===== config.mk =====
export PLATFORM = sky130hd
export DESIGN_NAME = lcd_buffer_arbiter
export DESIGN_NICKNAME = d
export VERILOG_FILES = /design/src/rtl/lcd_arb_pkg.sv /design/src/rtl/rr_arbiter.sv /design/src/rtl/lcd_buffer_arbiter.sv
export SDC_FILE = /design/constraint.sdc
export NUM_CORES = 1
export LEC_CHECK = 0
export ABC_AREA = 1
export ABC_CLOCK_PERIOD_IN_PS = 2600
export CAP_MARGIN = 20
export CORE_ASPECT_RATIO = 2
export CORE_MARGIN = 3
export CORE_UTILIZATION = 40
export DETAILED_ROUTE_END_ITERATION = 8
export DONT_BUFFER_PORTS = 1
export HOLD_SLACK_MARGIN = 0.15
export PLACE_DENSITY = 0.56
export RECOVER_POWER = 100
export SYNTH_ARGS = -nofsm -noshare
export SYNTH_HDL_FRONTEND = slang
export SYNTH_SLANG_ARGS = --single-unit

===== constraint.sdc =====
create_clock -name CLOCK_50 -period 2.6 [get_ports CLOCK_50]
set_clock_uncertainty 0.15 [all_clocks]
set_input_delay 0.52 -clock CLOCK_50 [delete_from_list [all_inputs] [get_ports CLOCK_50]]
set_output_delay 0.52 -clock CLOCK_50 [all_outputs]
set_load 0.02 [all_outputs]

===== src/rtl/lcd_arb_pkg.sv =====
// rtl/lcd_arb_pkg.sv - shared sizes, fill character and FSM states for the LCD buffer arbiter
package lcd_arb_pkg;

    localparam int LCD_DEPTH  = 32;
    localparam int LCD_ADDR_W = 5;
    localparam int LCD_CHAR_W = 8;
    localparam logic [LCD_CHAR_W-1:0] CHAR_SPACE = 8'h20;

    typedef enum logic {
        ST_IDLE,
        ST_CLEAR
    } lcd_arb_state_t;

endpackage


===== src/rtl/rr_arbiter.sv =====
// rtl/rr_arbiter.sv - combinational round-robin grant, search starts one past the last winner
module rr_arbiter #(
    parameter int NUM_REQ = 2,
    parameter int LAST_W  = $clog2(NUM_REQ)
) (
    input  logic [NUM_REQ-1:0] req,
    input  logic [LAST_W-1:0]  last,
    output logic [NUM_REQ-1:0] grant
);

    logic [LAST_W-1:0] idx;
    logic              found;

    always_comb begin
        grant = '0;
        found = 1'b0;
        idx   = '0;
        // k == NUM_REQ lands back on last itself, so a lone requester can win again
        for (int k = 1; k <= NUM_REQ; k++) begin
            idx = LAST_W'((int'(last) + k) % NUM_REQ);
            if (!found && req[idx]) begin
                grant[idx] = 1'b1;
                found      = 1'b1;
            end
        end
    end

endmodule


===== src/rtl/lcd_buffer_arbiter.sv =====
// rtl/lcd_buffer_arbiter.sv - 32-char LCD buffer shared by NUM_REQ writers; LCD_ARB_WRITE_COUNT_EN adds write_count
module lcd_buffer_arbiter
    import lcd_arb_pkg::*;
#(
    parameter int                    NUM_REQ    = 2,
    parameter logic [LCD_CHAR_W-1:0] CLEAR_CHAR = CHAR_SPACE
) (
    input  logic                          CLOCK_50,
    input  logic                          reset_n,
    input  logic [NUM_REQ-1:0]            req,
    input  logic [LCD_ADDR_W*NUM_REQ-1:0] req_loc,
    input  logic [LCD_CHAR_W*NUM_REQ-1:0] req_char,
    output logic [NUM_REQ-1:0]            grant,
    input  logic                          clear,
    output logic                          busy,
    input  logic [LCD_ADDR_W-1:0]         lcd_index,
    output logic [LCD_CHAR_W-1:0]         lcd_char
`ifdef LCD_ARB_WRITE_COUNT_EN
    ,
    output logic [15:0]                   write_count
`endif
);

    localparam int LAST_W = $clog2(NUM_REQ);

    lcd_arb_state_t          state, state_next;
    logic [LCD_ADDR_W-1:0]   clr_ptr;
    logic [LAST_W-1:0]       last;
    logic [LAST_W-1:0]       gnt_idx;
    logic [NUM_REQ-1:0]      arb_grant;
    logic [LCD_ADDR_W-1:0]   wr_loc;
    logic [LCD_CHAR_W-1:0]   wr_char;
    logic [LCD_CHAR_W-1:0]   buffer [LCD_DEPTH];

    rr_arbiter #(
        .NUM_REQ (NUM_REQ),
        .LAST_W  (LAST_W)
    ) u_rr_arbiter (
        .req   (req),
        .last  (last),
        .grant (arb_grant)
    );

    // clear wins over every request in the same cycle; nothing is granted while reset is held
    always_comb begin
        grant = '0;
        if (reset_n && state == ST_IDLE && !clear) begin
            grant = arb_grant;
        end
    end

    always_comb begin
        gnt_idx = '0;
        for (int i = 0; i < NUM_REQ; i++) begin
            if (grant[i]) begin
                gnt_idx = LAST_W'(i);
            end
        end
    end

    assign wr_loc  = req_loc[int'(gnt_idx)*LCD_ADDR_W +: LCD_ADDR_W];
    assign wr_char = req_char[int'(gnt_idx)*LCD_CHAR_W +: LCD_CHAR_W];

    always_comb begin
        state_next = state;
        case (state)
            ST_IDLE: begin
                if (clear) begin
                    state_next = ST_CLEAR;
                end
            end
            ST_CLEAR: begin
                if (clr_ptr == LCD_ADDR_W'(LCD_DEPTH-1)) begin
                    state_next = ST_IDLE;
                end
            end
            default: state_next = ST_IDLE;
        endcase
    end

    always_ff @(posedge CLOCK_50 or negedge reset_n) begin
        if (!reset_n) begin
            state   <= ST_IDLE;
            clr_ptr <= '0;
            last    <= LAST_W'(NUM_REQ-1);
            for (int i = 0; i < LCD_DEPTH; i++) begin
                buffer[i] <= CLEAR_CHAR;
            end
        end else begin
            state <= state_next;
            if (state == ST_CLEAR) begin
                // 31 + 1 wraps to 0, leaving the pointer ready for the next clear
                buffer[clr_ptr] <= CLEAR_CHAR;
                clr_ptr         <= clr_ptr + 1'b1;
            end else if (|grant) begin
                buffer[wr_loc] <= wr_char;
                last           <= gnt_idx;
            end
        end
    end

    assign busy     = (state == ST_CLEAR);
    assign lcd_char = buffer[lcd_index];

`ifdef LCD_ARB_WRITE_COUNT_EN
    always_ff @(posedge CLOCK_50 or negedge reset_n) begin
        if (!reset_n) begin
            write_count <= '0;
        end else if (state == ST_IDLE && clear) begin
            write_count <= '0;
        end else if (|grant && write_count != 16'hFFFF) begin
            write_count <= write_count + 16'd1;
        end
    end
`endif

endmodule


[After elaboration in Yosys (flattened, before gate mapping)]
Index checks and enable logic that the tools add are counted.
Storage, ports and cells
  flip-flop bits (word level): 263
  bits in latches: 0
  memory bits (writable): 0
  memory bits (read-only): 0
  input bits: 36
  output and inout bits: 11
  word-level logic and storage cells: 97
  memories: 0
Cells by class
  $add $sub $neg: 3
  multipliers: 1
  divide/modulo/power cells: 0
  magnitude comparators: 9
  equal/unequal tests: 1
  shift-type cells: 2
  mux-type cells: 26
  bitwise operators: 8
  reductions and logical operators: 12
Operators by type and width (count)
  2-to-1 mux 256 bit: 2
  bitwise mux 256 bit: 1
  AND 224 bit: 1
  inverter 224 bit: 1
  demux 8 bit (select 5 bit): 2
  binary-select mux 8 bit (select 5 bit): 1
  2-to-1 mux 8 bit: 4
  OR 32 bit: 1
  greater-or-equal comparator 6 bit, second input constant: 3
  inverter 5 -> 6 bit: 3
  variable part select 16 x 5 -> 8 bit: 1
  less-than comparator 6 x 1 -> 1 bit, second input constant: 2
  2-to-1 mux 1 bit: 10
  variable part select 10 x 5 -> 5 bit: 1
  logical AND 1 bit: 7
  2-to-1 mux 2 bit: 3
  adder 5 x 1 -> 5 bit, second input constant: 1
  equality test 5 bit, second input constant: 1
  less-than comparator 1 x 2 -> 1 bit, second input constant: 2
  multiplier 1 x 3 -> 4 bit, second input constant: 1
  adder 1 bit, second input constant: 2
  demux 1 bit (select 1 bit): 2
  greater-or-equal comparator 1 bit, second input constant: 2
  zero test 1 bit: 2
  other kinds (6): 6

[Longest topological paths before layout]
Gate-level depths: netlist of run 1.
  word-level depth: 20
  depth in mapped cells: 13
  gate-level depth less buffers: 12

[By module]
From an unflattened synthesis of run 1, not the netlist that was laid out.
Second synthesis, totals
  cell total of the unflattened synthesis: 1680
  area total of the unflattened synthesis: 13244.0 um2
Modules (own cells, without submodules)
  lcd_buffer_arbiter: instances 1, cells each 1675, area an instance 13223.9 um2, sequential area each 6622.6 um2
  rr_arbiter: instances 1, cells each 5, area an instance 20.0 um2, sequential area each 0.0 um2

[Worst setup path after synthesis of run 1]
No wires, ideal clock.
  path type: input to output
  start: in lcd_index[0]
  end: out lcd_char[6]
  arrival time: 1927 ps
  required time: 1930 ps
  path slack: 3 ps
  stages: 12
  buffers on the path: 3
  cell sequence: buf_2 > inv_1 > clkbuf_1 > clkbuf_1 > nand2_1 > nand3_1 > nand2_1 > a21oi_1 > o31ai_1 > nand2_1 > nand2_1 > nand2_1
Between the ends
  cells in the longest elaborated chain, start to end: 4
Ends and longest elaborated chain
  start, declared: RTL line lcd_buffer_arbiter.sv:16  | input logic [LCD_ADDR_W-1:0] lcd_index,
  inverter 5 -> 6 bit (implied by the code): RTL line lcd_buffer_arbiter.sv:103  | assign lcd_char = buffer[lcd_index];
  binary-select mux 8 bit (select 5 bit): RTL line lcd_buffer_arbiter.sv:103
  2-to-1 mux 8 bit (implied by the code) (2 in a row): RTL line lcd_buffer_arbiter.sv:103
  end, declared: RTL line lcd_buffer_arbiter.sv:17  | output logic [LCD_CHAR_W-1:0] lcd_char
No other way between the ends. The select of a mux whose other input is x is not followed.

[Worst setup path after layout of run 1]
  start: reg buffer[157] (netlist name)
  end: out lcd_char[5]
Between the ends
  cells in the longest elaborated chain, start to end: 3
Ends and longest elaborated chain
  start, declared: RTL line lcd_buffer_arbiter.sv:33  | logic [LCD_CHAR_W-1:0] buffer [LCD_DEPTH];
  start signal, assigned by index: RTL line lcd_buffer_arbiter.sv:96  | buffer[wr_loc] <= wr_char;
  binary-select mux 8 bit (select 5 bit): RTL line lcd_buffer_arbiter.sv:103
  2-to-1 mux 8 bit (implied by the code) (2 in a row): RTL line lcd_buffer_arbiter.sv:103
No other way between the ends. The select of a mux whose other input is x is not followed.

==> flow_summary.ini, run 1 <==
[clock_network]
clock_path_buffers = 3
cts_tree = done
worst_setup_hold_path_clk_slew_ns = 0.06
cts-root-buf = clkbuf_16
htree_num_levels = 1
numCtsBuffers = 26
clkLatencyLatePin_ns = 0.56
holdBufCountCts = 3
cts_num_sinks = 263

[routing]
finalWirelength_um = 44000
top_layer = met4
num_vias = 11700
ant_nets = 0
routedWlPerCell_um = 20.9
firstDrtPassIters = 6
met3WireLength_um = 1920
drtIter0Drc = 754
drc = 0
vias_per_cell = 5.58
wl_met2_um = 23600
met1_length_um = 16700

[die]
floorplan.initialDensity_pct = 40.6
fp.dieArea_um2 = 36600
die_h_um = 268
io_pins = 47
num_rows = 95
core_area_um2 = 33800
die_w_um = 137

[sta]
finalSetupViolations = 0
grt_setup_unrepaired = true
maxSlewViolCount = 0
finalWorstPathRequiredPeriod_ns = 2.56
fin_ws_ns = 0.0404
fmax_ghz = 0.391
slew_headroom_pct = 34.8
holdWs_ns = -0.473
fin_crit_sh_pct = 98.4
worstMarginPinSlew_ns = 0.978
hold_viol_final = 249

[pwr]
vdd.ir_drop.worst_uv = 648
leakage_nw = 6.93
p_per_area_nw_per_um2 = 636

[final_layout]
fill_cells = 3412
instances_no_fill = 2102
stdcell_area_um2 = 15300
syn2layout_area_growth_pct = 11.4
multi_input_area_um2 = 6230
finalNetCount = 1687
layout-drive-gt1-share_pct = 13.4
seq_area_um2 = 6620
diodes = 0

[place]
placedCellCount = 2047
pre_cts_ws_ns = -0.0148
portBuffers = 0
place_area_um2 = 14300
finalWeightedCongestion = 0.892
dpl.hpwl_um = 28500

[logic_synthesis]
synth_edf_count = 0
syn_area_um2 = 13700
synth-xor-area-share_pct = 0.192
syn-num-nets = 1720
synth_common_cells = 358 x nand3_1, 325 x nand2_1, 230 x dfrtp_1, 144 x o21ai_1, 126 x o21ai_0
yosysSeqAreaShare_pct = 48.3
synth_mux_area_share_pct = 0.584
synthAdderAreaFrac_pct = 0.457
synth-compound-area-share_pct = 14.4
syn_inst = 1679
synth_top_flop_cell = dfrtp_1
synth.most_common_cell = nand3_1
ys_seq_elements = 263
synth_warnings = 0
synth_top_family_by_area = simple AND/OR/NAND/NOR gates
ys_types = 32
syn_area_per_cell_um2 = 8.16
yosys.area.top_type = dfrtp_1
synthSimpleGateAreaFrac_pct = 28.8
async_flop_share_pct = 100
synth_top_area_share_pct = 42.0
synthTopCellsByArea = dfrtp_1 42%, nand3_1 13%, nand2_1 8.9%

[worst_setup_path]
start_kind = flip-flop
critPathKind = reg -> out
ff2ff_setup_slack_ns = 0.13
critPathCaptureType = primary output
arrival_ns = 1.89
cp_max_fo = 2
crit_required_ns = 1.93

[grt]
grt_max_degree = 266
grt_pass1_wl_um = 68600
grt-ovfl-total = 0
antenna_found_initial = 0
grt_usage_pct = 24.3
grt_pass1_vias = 11800

[worst_hold_path]
hp-class = in -> async

[outcome]
status = finished with violations
violations = negative hold slack

[run]
cap_violations = 0
==> cell usage in the layout, fill, tap and decap left out, drive strengths merged <==
cell         Yosys  routed
nand2          374     374
nand3          360     360
o21ai          272     272
dfrtp          230     230
inv             92      91
nor2            76      76
a21oi           73      73
buf             44      48
clkbuf          71      41
dfstp           33      33
o31ai           28      28
clkinv           2      10
mux2i            8       8
ha               5       5
nor3             4       4
xor2             3       3
dlygate4sd3      0       3
o21bai           2       2
clkinvlp         0       2
and2             1       1
nand4            1       1
bufinv           0       1
==> metrics by stage <==
stage / util (%) / total power, W / setup TNS (ns) / hold slack [ns]
floorplan: - / 0.00537 / 0 / 0.0744
global placement: 42.4 / 0.00592 / -0.0113 / 0.0803
detailed placement: 42.4 / 0.00593 / -0.0148 / 0.0831
CTS: 45.1 / 0.00981 / -0.0666 / -0.505
global route: 45.2 / 0.0101 / -0.133 / -0.493
finish: 45.2 / 0.00971 / 0 / -0.473
==> per-layer routing <==
metal / global-route usage, % / vias to the layer above
li1: - / 5597
met1: 28.2 / 5752
met2: 44.8 / 287
met3: 3.05 / 92
met4: 9.53 / 0
met5: 0 / -
==> registers in the layout (all words and copies together), names as in the netlist <==
register,count
buffer,256
clr_ptr,5
busy,1
last,1
==> path summary, 6_finish.rpt <==
path / from / depth (start not counted) / to
worst min register to register: buffer[171] / 2 / buffer[171]
max in group asynchronous: reset_n / 0 / buffer[238]
worst min-delay path: reset_n / 0 / buffer[145]
worst max register to register: last / 11 / buffer[111]
min in group CLOCK_50: req_char[4] / 3 / buffer[148]
worst max-delay path: buffer[157] / 7 / lcd_char[5]
==> cell families (layout without fill, tap and decap cells) <==
kind of cell | after synthesis | after routing
buffers and inverters | 209 | 196
adder cells (fa/ha/maj) | 5 | 5
AND/OR/NAND/NOR | 816 | 816
flip-flops | 263 | 263
XOR/XNOR | 3 | 3
AO/OA/AOI/OAI | 375 | 375
multiplexers | 8 | 8
==> cell type report <==
cell class                      instances  share of cell area [%]
Clock inverter                         10                   0.598
Multi-Input combinational cell       1207                    40.8
Inverter                               94                    2.32
Clock buffer                           38                    5.02
Timing Repair Buffer                   54                    4.32
Tap cell                              436                    3.57
Sequential cell                       263                    43.4
==> report_power, final <==
part	switching [W]	internal, W	total (W)
clock network	0.00169	0.00215	0.00383
logic	0.00107	0.000426	0.00150
registers	0.000127	0.00426	0.00438
total	0.00288	0.00683	0.00971
==> worst max-delay path, cell delays in order, from the launching register on <==
cell and delay [ns]:
dfstp_2 0.51, inv_1 0.04, o21ai_1 0.24, nand3_1 0.11, nand2_1 0.08, nand2_1 0.05, nand3_1 0.11, and2_4 0.20
==> repair_timing <==
action / in CTS / in global routing
hold endpoints to repair: 265 / 263
resized for setup: 16 / 31
setup endpoints to repair: 7 / 18
setup buffers: 0 / 4
pin swaps: 0 / 9
Note: power is estimated with default switching activity, not from simulation.
==> inputs of run 2 (changes only) <==
--- a/config.mk
+++ b/config.mk
@@ -5,9 +5,8 @@
 export SDC_FILE = /design/constraint.sdc
 export NUM_CORES = 1
 export LEC_CHECK = 0
-export ABC_AREA = 1
 export ABC_CLOCK_PERIOD_IN_PS = 2600
-export CAP_MARGIN = 20
+export CAP_MARGIN = 0
 export CORE_ASPECT_RATIO = 2
 export CORE_MARGIN = 3
 export CORE_UTILIZATION = 40
==> flow_summary.ini, run 2 <==
[pwr]
p_per_area_nw_per_um2 = 948
vdd.ir_drop.worst_uv = 528
leakage_nw = 6.25

[clock_network]
htree_num_levels = 1
clock_path_buffers = 3
holdBufCountCts = 1
worst_setup_hold_path_clk_slew_ns = 0.07
numCtsBuffers = 25
clkLatencyLatePin_ns = 0.53
cts-root-buf = clkbuf_16
cts_tree = done
cts_num_sinks = 263

[worst_setup_path]
critPathKind = reg -> out
critPathCaptureType = primary output
cp.depth = 3
crit_chain = mux4_2, mux4_2, mux2_4
crit_family = multiplexers
cp_common_cell = mux4_2
reg2reg_depth = 9
slowest_stage = mux4_2
cp_num_buf_inv = 0
arrival_ns = 2.33
crit_required_ns = 1.93
cp_max_fo = 2
start_kind = flip-flop
cpPeakStageDelay_ns = 0.55

[logic_synthesis]
synthTopCellsByArea = dfrtp_1 42%, mux2i_1 19%, mux4_2 13%
synth_common_cells = 264 x mux2i_1, 262 x nand2_1, 230 x dfrtp_1, 80 x mux4_2, 41 x clkbuf_1
syn_inst = 1115
synth_warnings = 0
syn-num-nets = 1156
synth_top_flop_cell = dfrtp_1
async_flop_share_pct = 100
synth_edf_count = 0
syn_area_per_cell_um2 = 12.3
yosys.area.top_type = dfrtp_1
ys_seq_elements = 263
ys_types = 41
synth_top_area_share_pct = 41.9
synth.most_common_cell = mux2i_1
yosysSeqAreaShare_pct = 48.2
syn_area_um2 = 13700

[outcome]
violations = negative hold slack, negative setup slack
status = finished with violations

[routing]
num_vias = 9417
ant_nets = 0
routedWlPerCell_um = 26.7
drc = 0
vias_per_cell = 5.91
finalWirelength_um = 42600
drtIter0Drc = 696
firstDrtPassIters = 5

[die]
fp.dieArea_um2 = 36700
die_h_um = 268
core_area_um2 = 33800
die_w_um = 137
io_pins = 47
floorplan.initialDensity_pct = 40.7
num_rows = 95

[final_layout]
most-common-layout-cells = 262 x nand2_1, 255 x mux2i_1, 230 x dfrtp_1
layout-drive-gt1-share_pct = 24.4
top_regs = buffer: 256 flops, clr_ptr: 5 flops
diodes = 0
final_common_cell = nand2_1
finalNetCount = 1182
fin_util_pct = 46.7
top_register = buffer
fill_cells = 3095
largest_reg_flops = 256
syn2layout_area_growth_pct = 14.7

[sta]
fmax_ghz = 0.333
maxSlewViolCount = 0
holdWs_ns = -0.467
hold_viol_final = 250
worstMarginPinSlew_ns = 0.739
fin_ws_ns = -0.399
fin_crit_sh_pct = 115
grt_setup_unrepaired = true
finalWorstPathRequiredPeriod_ns = 3.00
slew_headroom_pct = 50.7
finalSetupViolations = 244

[grt]
grt-ovfl-total = 0
antenna_found_initial = 0
grt_pass1_vias = 9903
grt_max_degree = 266
grt_usage_pct = 23.7
grt_pass1_wl_um = 64600

[place]
finalWeightedCongestion = 0.916
portBuffers = 0
dpl.hpwl_um = 28900

[worst_hold_path]
hp-class = in -> async

[run]
cap_violations = 0
[run 2: power by group]
part	switching (W)	total (W)	internal [W]
clock network	0.00160	0.00359	0.00199
registers	0.00122	0.00701	0.00579
logic	0.00217	0.00434	0.00217
[run 2: worst paths after layout]
check | to | startpoint | slack, ns
worst min register to register | last | last | 0.36
min in group CLOCK_50 | last | req[0] | 0.24
worst max-delay path | lcd_char[4] | buffer[196] | -0.40
max in group asynchronous | buffer[23] | reset_n | 2.23
worst min-delay path | buffer[204] | reset_n | -0.47
worst max register to register | buffer[237] | busy | -0.23
[run 2: timing repair]
item | in CTS | in global routing
endpoints found under the hold margin | 264 | 263
pin swaps | 0 | 5
buffers inserted | 6 | 10
endpoints found under the setup margin | 10 | 39
resized for setup | 4 | 13
gates cloned | 0 | 2
[run 2: cell type report]
cell class,count,area [µm²],area share (%)
clock inverter,6,57.6,0.365
clock buffer,38,714,4.54
multi-input combinational,748,6680,42.4
tap,436,546,3.46
timing repair buffer,98,1110,7.07
inverter,5,18.8,0.119
sequential,263,6620,42.0
[run 2: layer usage]
layer | global-route usage, % | vias up | wire length, µm
met1 | 29.3 | 4944 | 16300
li1 | - | 4028 | -
met2 | 40.9 | 338 | 21900
met3 | 3.43 | 107 | 2170
met5 | 0 | - | 0
met4 | 10.5 | 0 | 2190
[run 2: cells by family after synthesis]
family	after synthesis	synth area share [%]
muxes	353	33.1
buffers and inverters	104	4.15
xor gates and xnor gates	3	0.191
adders and majority gates	5	0.455
and+or+nand+nor	310	9.64
DFF	263	48.2
AOI/OAI and AO/OA	77	4.25
[run 2: per-stage QoR]
stage          worst slack, ns  TNS [ns]  instances  area [µm²]  power, W
3_5_place_dp           -0.0346    -0.246       1532       14800    0.0112
3_3_place_gp           -0.0233   -0.0459       1532       14800    0.0111
2_1_floorplan           -0.124    -0.988       1115       13900   0.00963
6_report                -0.399    -23.94       1594       15800    0.0149
4_1_cts                 -0.427     -3.06       1583       15600    0.0149
5_1_grt                 -0.438    -52.57       1594       15800    0.0158
==> inputs of run 3 (changes only) <==
--- a/config.mk
+++ b/config.mk
@@ -9,11 +9,11 @@
 export CAP_MARGIN = 0
 export CORE_ASPECT_RATIO = 2
 export CORE_MARGIN = 3
-export CORE_UTILIZATION = 40
+export CORE_UTILIZATION = 60
 export DETAILED_ROUTE_END_ITERATION = 8
 export DONT_BUFFER_PORTS = 1
 export HOLD_SLACK_MARGIN = 0.15
-export PLACE_DENSITY = 0.56
+export PLACE_DENSITY = 0.78
 export RECOVER_POWER = 100
 export SYNTH_ARGS = -nofsm -noshare
 export SYNTH_HDL_FRONTEND = slang
==> flow_summary.ini, run 3 (same netlist as run 2, synthesis figures left out) <==
[final_layout]
most-common-layout-cells = 262 x nand2_1, 257 x mux2i_1, 230 x dfrtp_1
seq_area_um2 = 6620
fin_util_pct = 68.7
layout-drive-gt1-share_pct = 23.4
diodes = 0
top_register = buffer
multi_input_area_um2 = 6640
top_regs = buffer: 256 flops, clr_ptr: 5 flops
finalNetCount = 1160
fill_cells = 1553
largest_reg_flops = 256
final_common_cell = nand2_1
syn2layout_area_growth_pct = 11.8

[worst_setup_path]
start_kind = flip-flop
r2r-start = busy
cp_max_fo = 2
critPathKind = reg -> out
cp_common_cell = mux4_2
cpPeakStageDelay_ns = 0.54
reg2reg_depth = 7
arrival_ns = 2.31
crit_required_ns = 1.93
crit_chain = mux4_2, mux4_2, mux2_4
ff2ff_setup_slack_ns = -0.12
slowest_stage = mux4_2
critPathCaptureType = primary output
rr_endpoint = buffer[171]

[sta]
finalWorstPathRequiredPeriod_ns = 2.98
fmax_ghz = 0.336
fin_ws_ns = -0.377
tns_ns = -5.49
finalSetupViolations = 97
hold_viol_final = 250
slew_headroom_pct = 53.3
worstMarginPinSlew_ns = 0.701
grt_setup_unrepaired = true
maxSlewViolCount = 0
fin_crit_sh_pct = 115
holdWs_ns = -0.469

[pwr]
leakage_nw = 6.16
p_per_area_nw_per_um2 = 989
vdd.ir_drop.worst_uv = 732

[die]
core_area_um2 = 22400
floorplan.initialDensity_pct = 61.5
die_h_um = 220
io_pins = 47
fp.dieArea_um2 = 24900
die_w_um = 113
num_rows = 77

[grt]
grt.busiest_layer = met2
met3_usage_pct = 2.83
use_met1_pct = 34.7
grt_pass1_vias = 10000
grt-ovfl-total = 0
antenna_found_initial = 0
grt_max_degree = 266
grt_use_met2_pct = 55.7
grt_pass1_wl_um = 58100
grt_usage_pct = 31.0

[clock_network]
holdBufCountCts = 1
cts_num_sinks = 263
clkLatencyLatePin_ns = 0.54
cts_tree = done
cts-root-buf = clkbuf_16
worst_setup_hold_path_clk_slew_ns = 0.07
htree_num_levels = 1
numCtsBuffers = 24
clock_path_buffers = 3

[routing]
firstDrtPassIters = 5
drtIter0Drc = 786
routedWlPerCell_um = 26.2
num_vias = 9240
vias_per_cell = 6.54
ant_nets = 0
drc = 0
finalWirelength_um = 37000

[place]
dpl.hpwl_um = 25000
finalWeightedCongestion = 0.885
portBuffers = 0

[outcome]
status = finished with violations
violations = negative hold slack, negative setup slack

[run]
cap_violations = 0

[worst_hold_path]
hp-class = in -> async
==> run 3: changes by cell type in the layout (fill, tap and decap cells not counted), moves of 2 or more <==
cell       before  now
buf_4          60   47
buf_12         28   19
bufinv_16       1    6
clkbuf_1       12    7
mux2i_4         8    4
clkbuf_2        0    2
mux2i_1       255  257
mux2i_2         1    3
==> run 3: area by class of cell <==
class                           count  share of cell area (%)
Sequential cell                   263                    43.1
Inverter                            5                   0.122
Clock buffer                       32                    4.44
Clock inverter                     12                    1.44
Timing Repair Buffer               77                    5.37
Multi-Input combinational cell    748                    43.2
Tap cell                          276                    2.25
==> run 3: worst max-delay path: cells and delay by family (launching register included) <==
family	cells	cell delay, ns
muxes	3	1.39
DFF	1	0.39
==> run 3: metal layers <==
layer / wire length, µm / vias up
met5: 0 / -
met4: 2840 / 0
met3: 1780 / 147
met2: 19800 / 354
met1: 12600 / 4749
li1: - / 3990
==> run 3: where the power goes <==
part | internal (W) | total, W | switching (W)
clock network | 0.00245 | 0.00406 | 0.00161
logic | 0.00204 | 0.00429 | 0.00225
registers | 0.00578 | 0.00683 | 0.00104
==> run 3: metrics by stage <==
step | worst slack [ns] | cell area, µm² | total power, W | hold WS (ns) | instances
finish | -0.377 | 15400 | 0.0152 | -0.469 | 1413
global route | -0.417 | 15400 | 0.0160 | -0.485 | 1413
CTS | -0.381 | 15400 | 0.0152 | -0.485 | 1403
detailed placement | -0.0670 | 14400 | 0.0110 | 0.0814 | 1355
global placement | -0.0378 | 14400 | 0.0107 | 0.0817 | 1355
floorplan | -0.124 | 13900 | 0.00963 | 0.0744 | 1115
==> run 3: worst max-delay path by stage <==
stage | from | endpoint | slack, ns | cells after the start
global placement | reset_n | buffer[171] | -0.04 | 7
global route | buffer[71] | lcd_char[7] | -0.42 | 3
CTS | buffer[68] | lcd_char[4] | -0.38 | 3
floorplan | lcd_index[1] | lcd_char[0] | -0.12 | 5
finish | buffer[68] | lcd_char[4] | -0.38 | 3
detailed placement | reset_n | buffer[175] | -0.07 | 7
==> run 3: repair_timing <==
action                     in CTS  in global routing
gates resized for setup         0                  4
pin swaps                       0                  3
hold endpoints to repair      264                263
setup endpoints to repair       8                 60
setup buffers                   3                 10
